==> config.mk <==
export PLATFORM = sky130hd
export DESIGN_NAME = sort_oet_stream_flat
export DESIGN_NICKNAME = d
export VERILOG_FILES = /design/src/rtl/sort_pkg.sv /design/src/rtl/sort_oet_stream_if.sv /design/src/rtl/sort_cmp_swap.sv /design/src/rtl/sort_oet_stream.sv /design/src/flat_wrapper.sv
export SDC_FILE = /design/constraint.sdc
export NUM_CORES = 1
export LEC_CHECK = 0
export ABC_AREA = 0
export BUFFER_PORTS_ARGS = -buffer_cell sky130_fd_sc_hd__buf_2
export CAP_MARGIN = 20
export CELL_PAD_IN_SITES_DETAIL_PLACEMENT = 1
export CELL_PAD_IN_SITES_GLOBAL_PLACEMENT = 1
export CORE_MARGIN = 1.5
export CORE_UTILIZATION = 30
export CTS_BUF_LIST = sky130_fd_sc_hd__clkbuf_4 sky130_fd_sc_hd__clkbuf_8
export DETAILED_ROUTE_END_ITERATION = 12
export GPL_TIMING_DRIVEN = 0
export PLACE_DENSITY_LB_ADDON = 0.1
export SLEW_MARGIN = 20
export SYNTH_ARGS = -nofsm -noshare
export SYNTH_HDL_FRONTEND = slang
export SYNTH_SLANG_ARGS = --single-unit
==> constraint.sdc <==
create_clock -name clk -period 2.4 [get_ports clk]
set_input_delay 0.36 -clock clk [delete_from_list [all_inputs] [get_ports clk]]
set_output_delay 0.36 -clock clk [all_outputs]
set_load 0.02 [all_outputs]
==> src/rtl/sort_pkg.sv <==
// ---------------------------------------------------------------------------
// sort_pkg
// Shared definitions for the streaming sorter family.
//   sort_state_e   : control states (IDLE, SORT, DONE)
//   idx_w(n)       : width of a lane index for n lanes, never below 1
//   SORT_DEF_*     : default geometry used by the interface and the top
//   `SORT_LANE     : slice lane k (width w) out of a packed lane vector
// No ports; this file only provides types, constants and helpers.
// ---------------------------------------------------------------------------
`ifndef SORT_PKG_MACROS
`define SORT_PKG_MACROS
// Lane k of a packed vector; lane 0 sits in the least significant bits.
`define SORT_LANE(vec, k, w) vec[(k)*(w) +: (w)]
`endif

package sort_pkg;

  typedef enum logic [1:0] {
    IDLE = 2'd0,
    SORT = 2'd1,
    DONE = 2'd2
  } sort_state_e;

  localparam int SORT_DEF_NUM_VALS = 9;
  localparam int SORT_DEF_SIZE     = 8;

  // Bits needed to hold a lane number 0..n-1; a single-bit minimum keeps
  // vector declarations legal for degenerate lane counts.
  function automatic int idx_w(input int n);
    int w;
    w = $clog2(n);
    return (w < 1) ? 1 : w;
  endfunction

endpackage

==> src/rtl/sort_oet_stream_if.sv <==
// ---------------------------------------------------------------------------
// sort_oet_stream_if
// Handshake and data bundle between a vector producer/consumer and the
// odd-even transposition sorter.
//   in_valid/in_ready/in_data/in_desc : input vector channel
//   out_valid/out_ready/out_data      : sorted vector channel
//   out_idx                           : original lane of each output lane
//                                       (only when SORT_INDEX_EN is defined)
//   busy                              : sorter is running passes
// Modports: master (producer/consumer side), slave (sorter side).
// Optional feature macro: SORT_INDEX_EN.
// ---------------------------------------------------------------------------
interface sort_oet_stream_if
  import sort_pkg::*;
#(
  parameter int NUM_VALS = SORT_DEF_NUM_VALS,
  parameter int SIZE     = SORT_DEF_SIZE,
  parameter int IDX_W    = idx_w(NUM_VALS)
);

  logic                       in_valid;
  logic                       in_ready;
  logic [NUM_VALS*SIZE-1:0]   in_data;
  logic                       in_desc;
  logic                       out_valid;
  logic                       out_ready;
  logic [NUM_VALS*SIZE-1:0]   out_data;
`ifdef SORT_INDEX_EN
  logic [NUM_VALS*IDX_W-1:0]  out_idx;
`endif
  logic                       busy;

  modport master (
    output in_valid, in_data, in_desc, out_ready,
`ifdef SORT_INDEX_EN
    input  out_idx,
`endif
    input  in_ready, out_valid, out_data, busy
  );

  modport slave (
    input  in_valid, in_data, in_desc, out_ready,
`ifdef SORT_INDEX_EN
    output out_idx,
`endif
    output in_ready, out_valid, out_data, busy
  );

endinterface

==> src/rtl/sort_cmp_swap.sv <==
// ---------------------------------------------------------------------------
// sort_cmp_swap
// One compare-exchange cell for an adjacent lane pair (a = lower lane index,
// b = upper lane index). Purely combinational.
//   a, b           : lane values, unsigned
//   tag_a, tag_b   : lane tags (only when SORT_INDEX_EN is defined)
//   desc           : 1 -> larger value goes to the lower lane
//   lo, hi         : resulting lower-lane / upper-lane values
//   lo_tag, hi_tag : tags following their values (SORT_INDEX_EN only)
// The swap condition is strict so equal values never exchange, which keeps
// the overall sort stable.
// Optional feature macro: SORT_INDEX_EN.
// ---------------------------------------------------------------------------
module sort_cmp_swap #(
`ifdef SORT_INDEX_EN
  parameter int IDX_W = 1,
`endif
  parameter int SIZE  = 8
) (
  input  logic [SIZE-1:0]  a,
  input  logic [SIZE-1:0]  b,
`ifdef SORT_INDEX_EN
  input  logic [IDX_W-1:0] tag_a,
  input  logic [IDX_W-1:0] tag_b,
  output logic [IDX_W-1:0] lo_tag,
  output logic [IDX_W-1:0] hi_tag,
`endif
  input  logic             desc,
  output logic [SIZE-1:0]  lo,
  output logic [SIZE-1:0]  hi
);

  logic swap;

  assign swap = desc ? (b > a) : (b < a);
  assign lo   = swap ? b : a;
  assign hi   = swap ? a : b;

`ifdef SORT_INDEX_EN
  assign lo_tag = swap ? tag_b : tag_a;
  assign hi_tag = swap ? tag_a : tag_b;
`endif

endmodule

==> src/rtl/sort_oet_stream.sv <==
// ---------------------------------------------------------------------------
// sort_oet_stream
// Sequential odd-even transposition sorter. A whole vector of NUM_VALS
// unsigned SIZE-bit lanes is accepted in one transfer, sorted with one rank
// of compare-exchange cells over NUM_VALS cycles, then held on the output
// until the consumer takes it.
// Ports:
//   clk   : rising-edge clock
//   rst_n : asynchronous active-low reset; aborts any vector in flight
//   bus   : sort_oet_stream_if.slave (in/out handshakes, data, busy, and
//           out_idx when SORT_INDEX_EN is defined)
// Parameters: NUM_VALS (>= 2), SIZE.
// Optional feature macro: SORT_INDEX_EN -- per-lane tags holding the input
// lane number travel with each value and appear on out_idx.
// Latency: out_valid is high NUM_VALS clocks after the accept edge; a new
// vector may be accepted on the same edge the previous one drains.
// ---------------------------------------------------------------------------
module sort_oet_stream
  import sort_pkg::*;
#(
  parameter int NUM_VALS = SORT_DEF_NUM_VALS,
  parameter int SIZE     = SORT_DEF_SIZE
) (
  input  logic             clk,
  input  logic             rst_n,
  sort_oet_stream_if.slave bus
);

  localparam int PASS_W = idx_w(NUM_VALS);
  localparam int N_EVEN = NUM_VALS / 2;
  localparam int N_ODD  = (NUM_VALS - 1) / 2;
  localparam logic [PASS_W-1:0] LAST_PASS = PASS_W'(NUM_VALS - 1);
`ifdef SORT_INDEX_EN
  localparam int IDX_W  = idx_w(NUM_VALS);
`endif

  sort_state_e       state_reg, state_next;
  logic [PASS_W-1:0] pass_reg;
  logic              desc_reg;
  logic [SIZE-1:0]   lane_reg  [NUM_VALS];
  logic [SIZE-1:0]   even_lane [NUM_VALS];
  logic [SIZE-1:0]   odd_lane  [NUM_VALS];
`ifdef SORT_INDEX_EN
  logic [IDX_W-1:0]  tag_reg   [NUM_VALS];
  logic [IDX_W-1:0]  even_tag  [NUM_VALS];
  logic [IDX_W-1:0]  odd_tag   [NUM_VALS];
`endif

  logic accept;
  logic load;
  logic step;
  logic last_pass;

  // -------------------------------------------------------------------------
  // Handshake decode
  // -------------------------------------------------------------------------
  // in_ready in DONE depends on out_ready so a new vector can replace the
  // one draining on the same edge.
  assign bus.in_ready  = (state_reg == IDLE) || ((state_reg == DONE) && bus.out_ready);
  assign accept        = bus.in_valid && bus.in_ready;
  assign bus.out_valid = (state_reg == DONE);
  assign bus.busy      = (state_reg == SORT);
  assign last_pass     = (pass_reg == LAST_PASS);

  // -------------------------------------------------------------------------
  // Control FSM
  // -------------------------------------------------------------------------
  always_ff @(posedge clk or negedge rst_n) begin
    if (!rst_n) begin
      state_reg <= IDLE;
    end else begin
      state_reg <= state_next;
    end
  end

  always_comb begin
    state_next = state_reg;
    load       = 1'b0;
    step       = 1'b0;
    unique case (state_reg)
      IDLE: begin
        if (accept) begin
          state_next = SORT;
          load       = 1'b1;
        end
      end
      SORT: begin
        step = 1'b1;
        if (last_pass) begin
          state_next = DONE;
        end
      end
      DONE: begin
        if (accept) begin
          state_next = SORT;
          load       = 1'b1;
        end else if (bus.out_ready) begin
          state_next = IDLE;
        end
      end
      default: begin
        state_next = IDLE;
      end
    endcase
  end

  // -------------------------------------------------------------------------
  // Compare-exchange rank. Even phases pair (0,1),(2,3)...; odd phases pair
  // (1,2),(3,4)...; any lane without a partner in a phase keeps its value.
  // -------------------------------------------------------------------------
  for (genvar gi = 0; gi < N_EVEN; gi++) begin : g_even
    sort_cmp_swap #(
`ifdef SORT_INDEX_EN
      .IDX_W (IDX_W),
`endif
      .SIZE  (SIZE)
    ) u_cell (
      .a      (lane_reg[2*gi]),
      .b      (lane_reg[2*gi+1]),
`ifdef SORT_INDEX_EN
      .tag_a  (tag_reg[2*gi]),
      .tag_b  (tag_reg[2*gi+1]),
      .lo_tag (even_tag[2*gi]),
      .hi_tag (even_tag[2*gi+1]),
`endif
      .desc   (desc_reg),
      .lo     (even_lane[2*gi]),
      .hi     (even_lane[2*gi+1])
    );
  end

  for (genvar gi = 0; gi < N_ODD; gi++) begin : g_odd
    sort_cmp_swap #(
`ifdef SORT_INDEX_EN
      .IDX_W (IDX_W),
`endif
      .SIZE  (SIZE)
    ) u_cell (
      .a      (lane_reg[2*gi+1]),
      .b      (lane_reg[2*gi+2]),
`ifdef SORT_INDEX_EN
      .tag_a  (tag_reg[2*gi+1]),
      .tag_b  (tag_reg[2*gi+2]),
      .lo_tag (odd_tag[2*gi+1]),
      .hi_tag (odd_tag[2*gi+2]),
`endif
      .desc   (desc_reg),
      .lo     (odd_lane[2*gi+1]),
      .hi     (odd_lane[2*gi+2])
    );
  end

  // Lane 0 never takes part in an odd phase.
  assign odd_lane[0] = lane_reg[0];
`ifdef SORT_INDEX_EN
  assign odd_tag[0]  = tag_reg[0];
`endif

  // The top lane is unpaired in even phases for odd NUM_VALS and in odd
  // phases for even NUM_VALS.
  if ((NUM_VALS % 2) == 1) begin : g_hold_even_top
    assign even_lane[NUM_VALS-1] = lane_reg[NUM_VALS-1];
`ifdef SORT_INDEX_EN
    assign even_tag[NUM_VALS-1]  = tag_reg[NUM_VALS-1];
`endif
  end else begin : g_hold_odd_top
    assign odd_lane[NUM_VALS-1]  = lane_reg[NUM_VALS-1];
`ifdef SORT_INDEX_EN
    assign odd_tag[NUM_VALS-1]   = tag_reg[NUM_VALS-1];
`endif
  end

  // -------------------------------------------------------------------------
  // Working array, pass counter and order latch
  // -------------------------------------------------------------------------
  always_ff @(posedge clk or negedge rst_n) begin
    if (!rst_n) begin
      pass_reg <= '0;
      desc_reg <= 1'b0;
      for (int k = 0; k < NUM_VALS; k++) begin
        lane_reg[k] <= '0;
      end
    end else if (load) begin
      pass_reg <= '0;
      desc_reg <= bus.in_desc;
      for (int k = 0; k < NUM_VALS; k++) begin
        lane_reg[k] <= `SORT_LANE(bus.in_data, k, SIZE);
      end
    end else if (step) begin
      // Counter returns to zero after the final phase so it is clean in DONE.
      pass_reg <= last_pass ? '0 : pass_reg + PASS_W'(1);
      for (int k = 0; k < NUM_VALS; k++) begin
        lane_reg[k] <= pass_reg[0] ? odd_lane[k] : even_lane[k];
      end
    end
  end

`ifdef SORT_INDEX_EN
  always_ff @(posedge clk or negedge rst_n) begin
    if (!rst_n) begin
      for (int k = 0; k < NUM_VALS; k++) begin
        tag_reg[k] <= '0;
      end
    end else if (load) begin
      for (int k = 0; k < NUM_VALS; k++) begin
        tag_reg[k] <= IDX_W'(k);
      end
    end else if (step) begin
      for (int k = 0; k < NUM_VALS; k++) begin
        tag_reg[k] <= pass_reg[0] ? odd_tag[k] : even_tag[k];
      end
    end
  end

  for (genvar gi = 0; gi < NUM_VALS; gi++) begin : g_out_idx
    assign `SORT_LANE(bus.out_idx, gi, IDX_W) = tag_reg[gi];
  end
`endif

  for (genvar gi = 0; gi < NUM_VALS; gi++) begin : g_out_data
    assign `SORT_LANE(bus.out_data, gi, SIZE) = lane_reg[gi];
  end

endmodule

==> src/flat_wrapper.sv <==
// flat-port wrapper written by rule: the top's interface ports become plain ports
module sort_oet_stream_flat import sort_pkg::*;
#(
  parameter int NUM_VALS = SORT_DEF_NUM_VALS,
  parameter int SIZE     = SORT_DEF_SIZE
)
  (clk, rst_n, bus_in_valid, bus_in_data, bus_in_desc, bus_out_ready, bus_in_ready, bus_out_valid, bus_out_data, bus_busy);
  sort_oet_stream_if #(.NUM_VALS(NUM_VALS), .SIZE(SIZE)) bus_i ();
  input  logic clk;
  input  logic rst_n;
  input wire logic [$bits(bus_i.in_valid)-1:0] bus_in_valid;
  input wire logic [$bits(bus_i.in_data)-1:0] bus_in_data;
  input wire logic [$bits(bus_i.in_desc)-1:0] bus_in_desc;
  input wire logic [$bits(bus_i.out_ready)-1:0] bus_out_ready;
  output wire logic [$bits(bus_i.in_ready)-1:0] bus_in_ready;
  output wire logic [$bits(bus_i.out_valid)-1:0] bus_out_valid;
  output wire logic [$bits(bus_i.out_data)-1:0] bus_out_data;
  output wire logic [$bits(bus_i.busy)-1:0] bus_busy;
  assign bus_i.in_valid = bus_in_valid;
  assign bus_i.in_data = bus_in_data;
  assign bus_i.in_desc = bus_in_desc;
  assign bus_i.out_ready = bus_out_ready;
  assign bus_in_ready = bus_i.in_ready;
  assign bus_out_valid = bus_i.out_valid;
  assign bus_out_data = bus_i.out_data;
  assign bus_busy = bus_i.busy;
  sort_oet_stream #(.NUM_VALS(NUM_VALS), .SIZE(SIZE)) u_core (.clk(clk), .rst_n(rst_n), .bus(bus_i));
endmodule
-- After elaboration in Yosys (flattened, before gate mapping)
Index checks and enable logic that the tools add are counted.
- add/sub/neg operators: 1
- magnitude comparators: 16
- equality and inequality tests: 11
- mux-type cells: 46
- reductions and logical operators: 23
- operators by type and width (kind ; count):
    $mux 8 ; 25
    $mux 72 ; 2
    $gt 8x8->1 ; 8
    $lt 8x8->1 ; 8
    $reduce_and 3->1 ; 10
    $mux 4 ; 3
    $ne 3x3->1 const B ; 4
    $reduce_bool 3->1 ; 4
    $mux 1 ; 11
    $mux 2 ; 4
    $reduce_bool 2->1 ; 4
    $pmux 2 s3 ; 1
    $add 4x1->4 const B ; 1
    $eq 4x4->1 const B ; 1
    $ne 2x1->1 const B ; 2
    $ne 3x2->1 const B ; 1
    $eq 2x1->1 const B ; 1
    $eq 2x2->1 const B ; 1
    $logic_and 1x1->1 ; 2
    $logic_not 2->1 ; 1
    $ne 2x2->1 const B ; 1
    $reduce_or 2->1 ; 1
    $logic_or 1x1->1 ; 1
- register bits: 79
- bits of input ports: 77
- output and inout bits: 75

-- Depth between registers and ports, before layout
- depth after elaboration: 8
- depth in mapped cells: 10
- mapped depth without buffers: 9

-- Modules after synthesis
Synthesis repeated with hierarchy kept, for this count alone.
- cells, all modules: 768
- area, all modules: 8006.4 µm²
- by module, submodules not included (module ; instances ; cells each ; area an instance (µm²) ; seq. area each (µm²)):
    sort_oet_stream ; 1 ; 376 ; 4152.7 ; 1976.9
    sort_cmp_swap ; 8 ; 49 ; 481.7 ; 0.0

-- Least setup slack after synthesis
Ideal clock, no wire load.
- path type: register to register
- from: register u_core.lane_reg (netlist bit u_core.bus.out_data[57])
- to: register u_core.lane_reg (netlist bit u_core.bus.out_data[57])
- library setup time: 0.079 ns
- data arrival time: 2.233 ns
- required time: 2.321 ns
- setup slack: 0.088 ns
- cell stages (with the launch flop): 11
- buffers on the path: 1
- period minus slack after synthesis: 2.312 ns
- cell sequence: dfrtp_1 > inv_1 > ha_1 > nor2b_4 > o211ai_2 > a21oi_1 > o311a_1 > or2_1 > o21bai_1 > buf_4 > mux2i_1
- cells in the longest elaborated chain, start to end: 4
- elaborated cells on any way between the ends: 9
- ends and longest elaborated chain (item ; line ; text):
    start: declaration ; sort_oet_stream.sv:40 ; logic [SIZE-1:0] lane_reg [NUM_VALS];
    start signal: indexed assignment ; sort_oet_stream.sv:187 ; lane_reg[k] <= `SORT_LANE(bus.in_data, k, SIZE);
    start signal: indexed assignment ; sort_oet_stream.sv:193 ; lane_reg[k] <= pass_reg[0] ? odd_lane[k] : even_lane[k];
    $lt 8x8->1 / $gt 8x8->1 (equally long branches) ; sort_cmp_swap.sv:35 ; assign swap = desc ? (b > a) : (b < a);
    $mux 1 ; sort_cmp_swap.sv:35 ;
    $ne 3x3->1 (no line) / $reduce_bool 3->1 (equally long branches) ; - ;
    $reduce_and 3->1 (no line) (*) ; - ;
Every way passes the cells marked *; elsewhere a longest branch is shown, timed or not.
A chain may end at the register's enable or synchronous reset.

-- Worst setup path in the final report
Same ends and word-level chain as after synthesis.

==> metrics.txt <==
drt wl/cell=20.7 um; Initial Util=0.307; number of antenna repair diodes=0; Netlist cell types=48; Iteration-0 DRC Markers=223; crit-path cells=inv_2 -> ha_4 -> nor2b_4 -> o211ai_2 -> a21oi_2 -> o311a_1 -> or2_1 -> o21bai_1 -> buf_6 -> mux2i_1; Hold Path Depth=3; Async S/R FF share, synth=1.00; status=complete, but fails checks; Hold WC Path Type=input port to flip-flop; TNS Setup=-0.0827 ns; Mean Syn Cell Area=9.28 um^2; clock-pin slew on the worst setup and hold paths=0.10 ns; # DRC=0; Crit-path slowest cell=dfrtp_2; max-slew violation count=0; vias per inst=slightly above 5; post-synthesis sequential area ratio=0.328; failing checks=negative setup slack; setup violators final=6; Cell Area, Synth=about 6000 um^2; Clock Skew=0.0125 ns; fin nets=999; RSZ-0062 raised after global routing=yes; crit-path max cell delay=around 0.46 ns; CTS H-tree lvls=3; multi-input combinational cell area=3810 um^2; vias in the first global route=6,099; Tmin final=2.44 ns; Reg area=~2000 um^2; R2R setup slack=-0.04 ns; die height=145 um; top cell type's share of synthesized area=0.328; TritonRoute pass-1 iters=4; ratio of cells with drive above 1 in the final layout=0.370; crit path DAT=2.73 ns; antenna viol nets, final=0; Max Clock Freq=just over 400 MHz; post-DP HPWL=17,900 um; crit path max fanout=8; row cnt=51; final worst slack=-0.0356 ns; FF+latch count, synth=79; Synth Instances=649; CP endpoint kind=flip-flop; largest net degree at the start of global routing=60; Clock Sinks=just under 80; Rel. slew slack=0.470; Setup CP Type=flip-flop to flip-flop; Longest Clk Path Bufs=2; first-pass GRT wire length=35,500 um; total via count in the routed design=5,764; fin crit share=1.01; maxcap violations=0; CP bufs+invs=2; PortBufs=151; initial antenna violation count=0; gr ovfl total=0; total core area=between 15,000 and 20,000 um^2; pre-CTS setup slack=-0.221 ns; Crit. path cell count=10; CP startpoint=u_core.bus.out_data[57]; top-level port count=152; hold path start=bus_in_desc; syn nets=about 790; r2r worst-path depth=10; largest area contributor in the netlist=dfrtp_1; Synth area leaders=dfrtp_1 (33%), mux2i_1 (19%), ha_1 (14%); full die area=20,900 um^2; Placer Congestion=0.853; Final Core Density=0.407; Inserted Clock Buffers=9; max FFs per register=72; Layout fillers=2,327; measured slew at the worst slew-check pin=between 0.7 and 0.8 ns; Area Growth Syn to Fin=32.4%; Critical Path Start Type=flip-flop; WL final=23,300 um; final hold violation count=0; Worst-Skew Late Latency=between 0.3 and 0.4 ns; Largest delay share family, worst path=compound AO/OA/AOI/OAI gates; root buffer cell=clkbuf_8; YS warnings=0; global-route usage over all layers=0.229; worst reg2reg startpoint=u_core.bus.out_data[57]; most common flop cell mapped by yosys=dfrtp_1; Die Width=between 100 and 150 um; WP data required=2.70 ns; number of synthesized flops with an enable pin=0; CTS tree=built
-- per-layer routing --
layer  track usage  wire length [um]  vias to the layer above
li1              -                 -                     2740
met1         0.305             10600                     2864
met2         0.391             11400                      140
met3        0.0316               945                       20
met4        0.0542               294                        0
met5             0                 0                        -
-- worst paths after layout --
check	end
worst min register to register	u_core.pass_reg[3]
min in group asynchronous	u_core.bus.out_data[1]
max in group asynchronous	u_core.bus.out_data[47]
worst min-delay path	u_core.desc_reg
worst max-delay path	u_core.bus.out_data[57]
worst max register to register	u_core.bus.out_data[57]
-- placed cells by master, fill, tap and decap left out, types with 8 or more instances in the layout --
cell	netlist	final
buf_2	13	163
clkbuf_8	0	9
o22ai_1	16	16
a21oi_1	90	82
dfrtp_2	0	36
nand4_1	16	16
ha_1	66	62
dfrtp_1	79	43
nand2_1	16	16
mux2i_1	112	108
a21oi_2	2	10
inv_1	67	64
clkbuf_1	12	9
buf_4	1	37
a31oi_1	8	8
nor2_1	70	70
-- kinds of logic after synthesis --
group                    count (synthesis)  share of synthesized area
multiplexers                           112                      0.186
adder cells (fa/ha/maj)                 66                      0.137
flip-flops                              79                      0.328
AND/OR/NAND/NOR                        137                      0.116
XOR/XNOR                                 1                    0.00145
buffers and inverters                   97                     0.0675
AO/OA/AOI/OAI                          157                      0.163
-- timing repair --
action / 4_1_cts / 5_1_grt
hold endpoints to repair: 20 / 0
gates cloned: 0 / 0
pin swaps: 9 / 18
buffers inserted: 11 / 32
endpoints found under the setup margin: 64 / 66
hold buffers: 1 / 0
gates resized for setup: 22 / 61
-- tightest hold or removal path, delay by kind of cell --
| kind | cells | cell delay [ns] |
|---|---|---|
| buffers and inverters | 1 | 0.09 |
| and+or+nand+nor | 2 | 0.08 |
-- layout make-up --
class,instances,share of cell area
clock inverters,6,0.00785
clock buffers,9,0.0155
multi-input cells,473,0.479
well taps,265,0.0416
repair buffers,196,0.150
flip-flops and latches,79,0.254
plain buffers,29,0.0204
inverters,68,0.0320
-- cells in the mapped netlist (3+ instances only) --
cell / instances
a31oi_1: 8
o211ai_2: 3
a211oi_1: 3
ha_1: 66
and3b_1: 3
a21o_1: 3
dfrtp_1: 79
nor2_1: 70
o21ai_0: 9
nor2b_1: 7
inv_1: 67
mux2i_1: 112
o211ai_1: 6
o31ai_2: 3
buf_2: 13
nand2_1: 16
a21oi_1: 90
o22ai_1: 16
buf_6: 3
nand4_1: 16
nand3_1: 5
nor2_4: 4
clkbuf_1: 12
-- metrics by stage --
| stage | hold slack (ns) | instance area [um^2] | cells |
|---|---|---|---|
| 2_1_floorplan | 0.0644 | 6020 | 649 |
| 3_3_place_gp | 0.498 | 7110 | 1065 |
| 3_5_place_dp | 0.228 | 7140 | 1066 |
| 4_1_cts | 0.164 | 7530 | 1093 |
| 5_1_grt | 0.175 | 7970 | 1125 |
| 6_report | 0.170 | 7970 | 1125 |
Power is not shown: default switching activity piles up to over one toggle a cycle in this logic, so the estimate is an artifact.
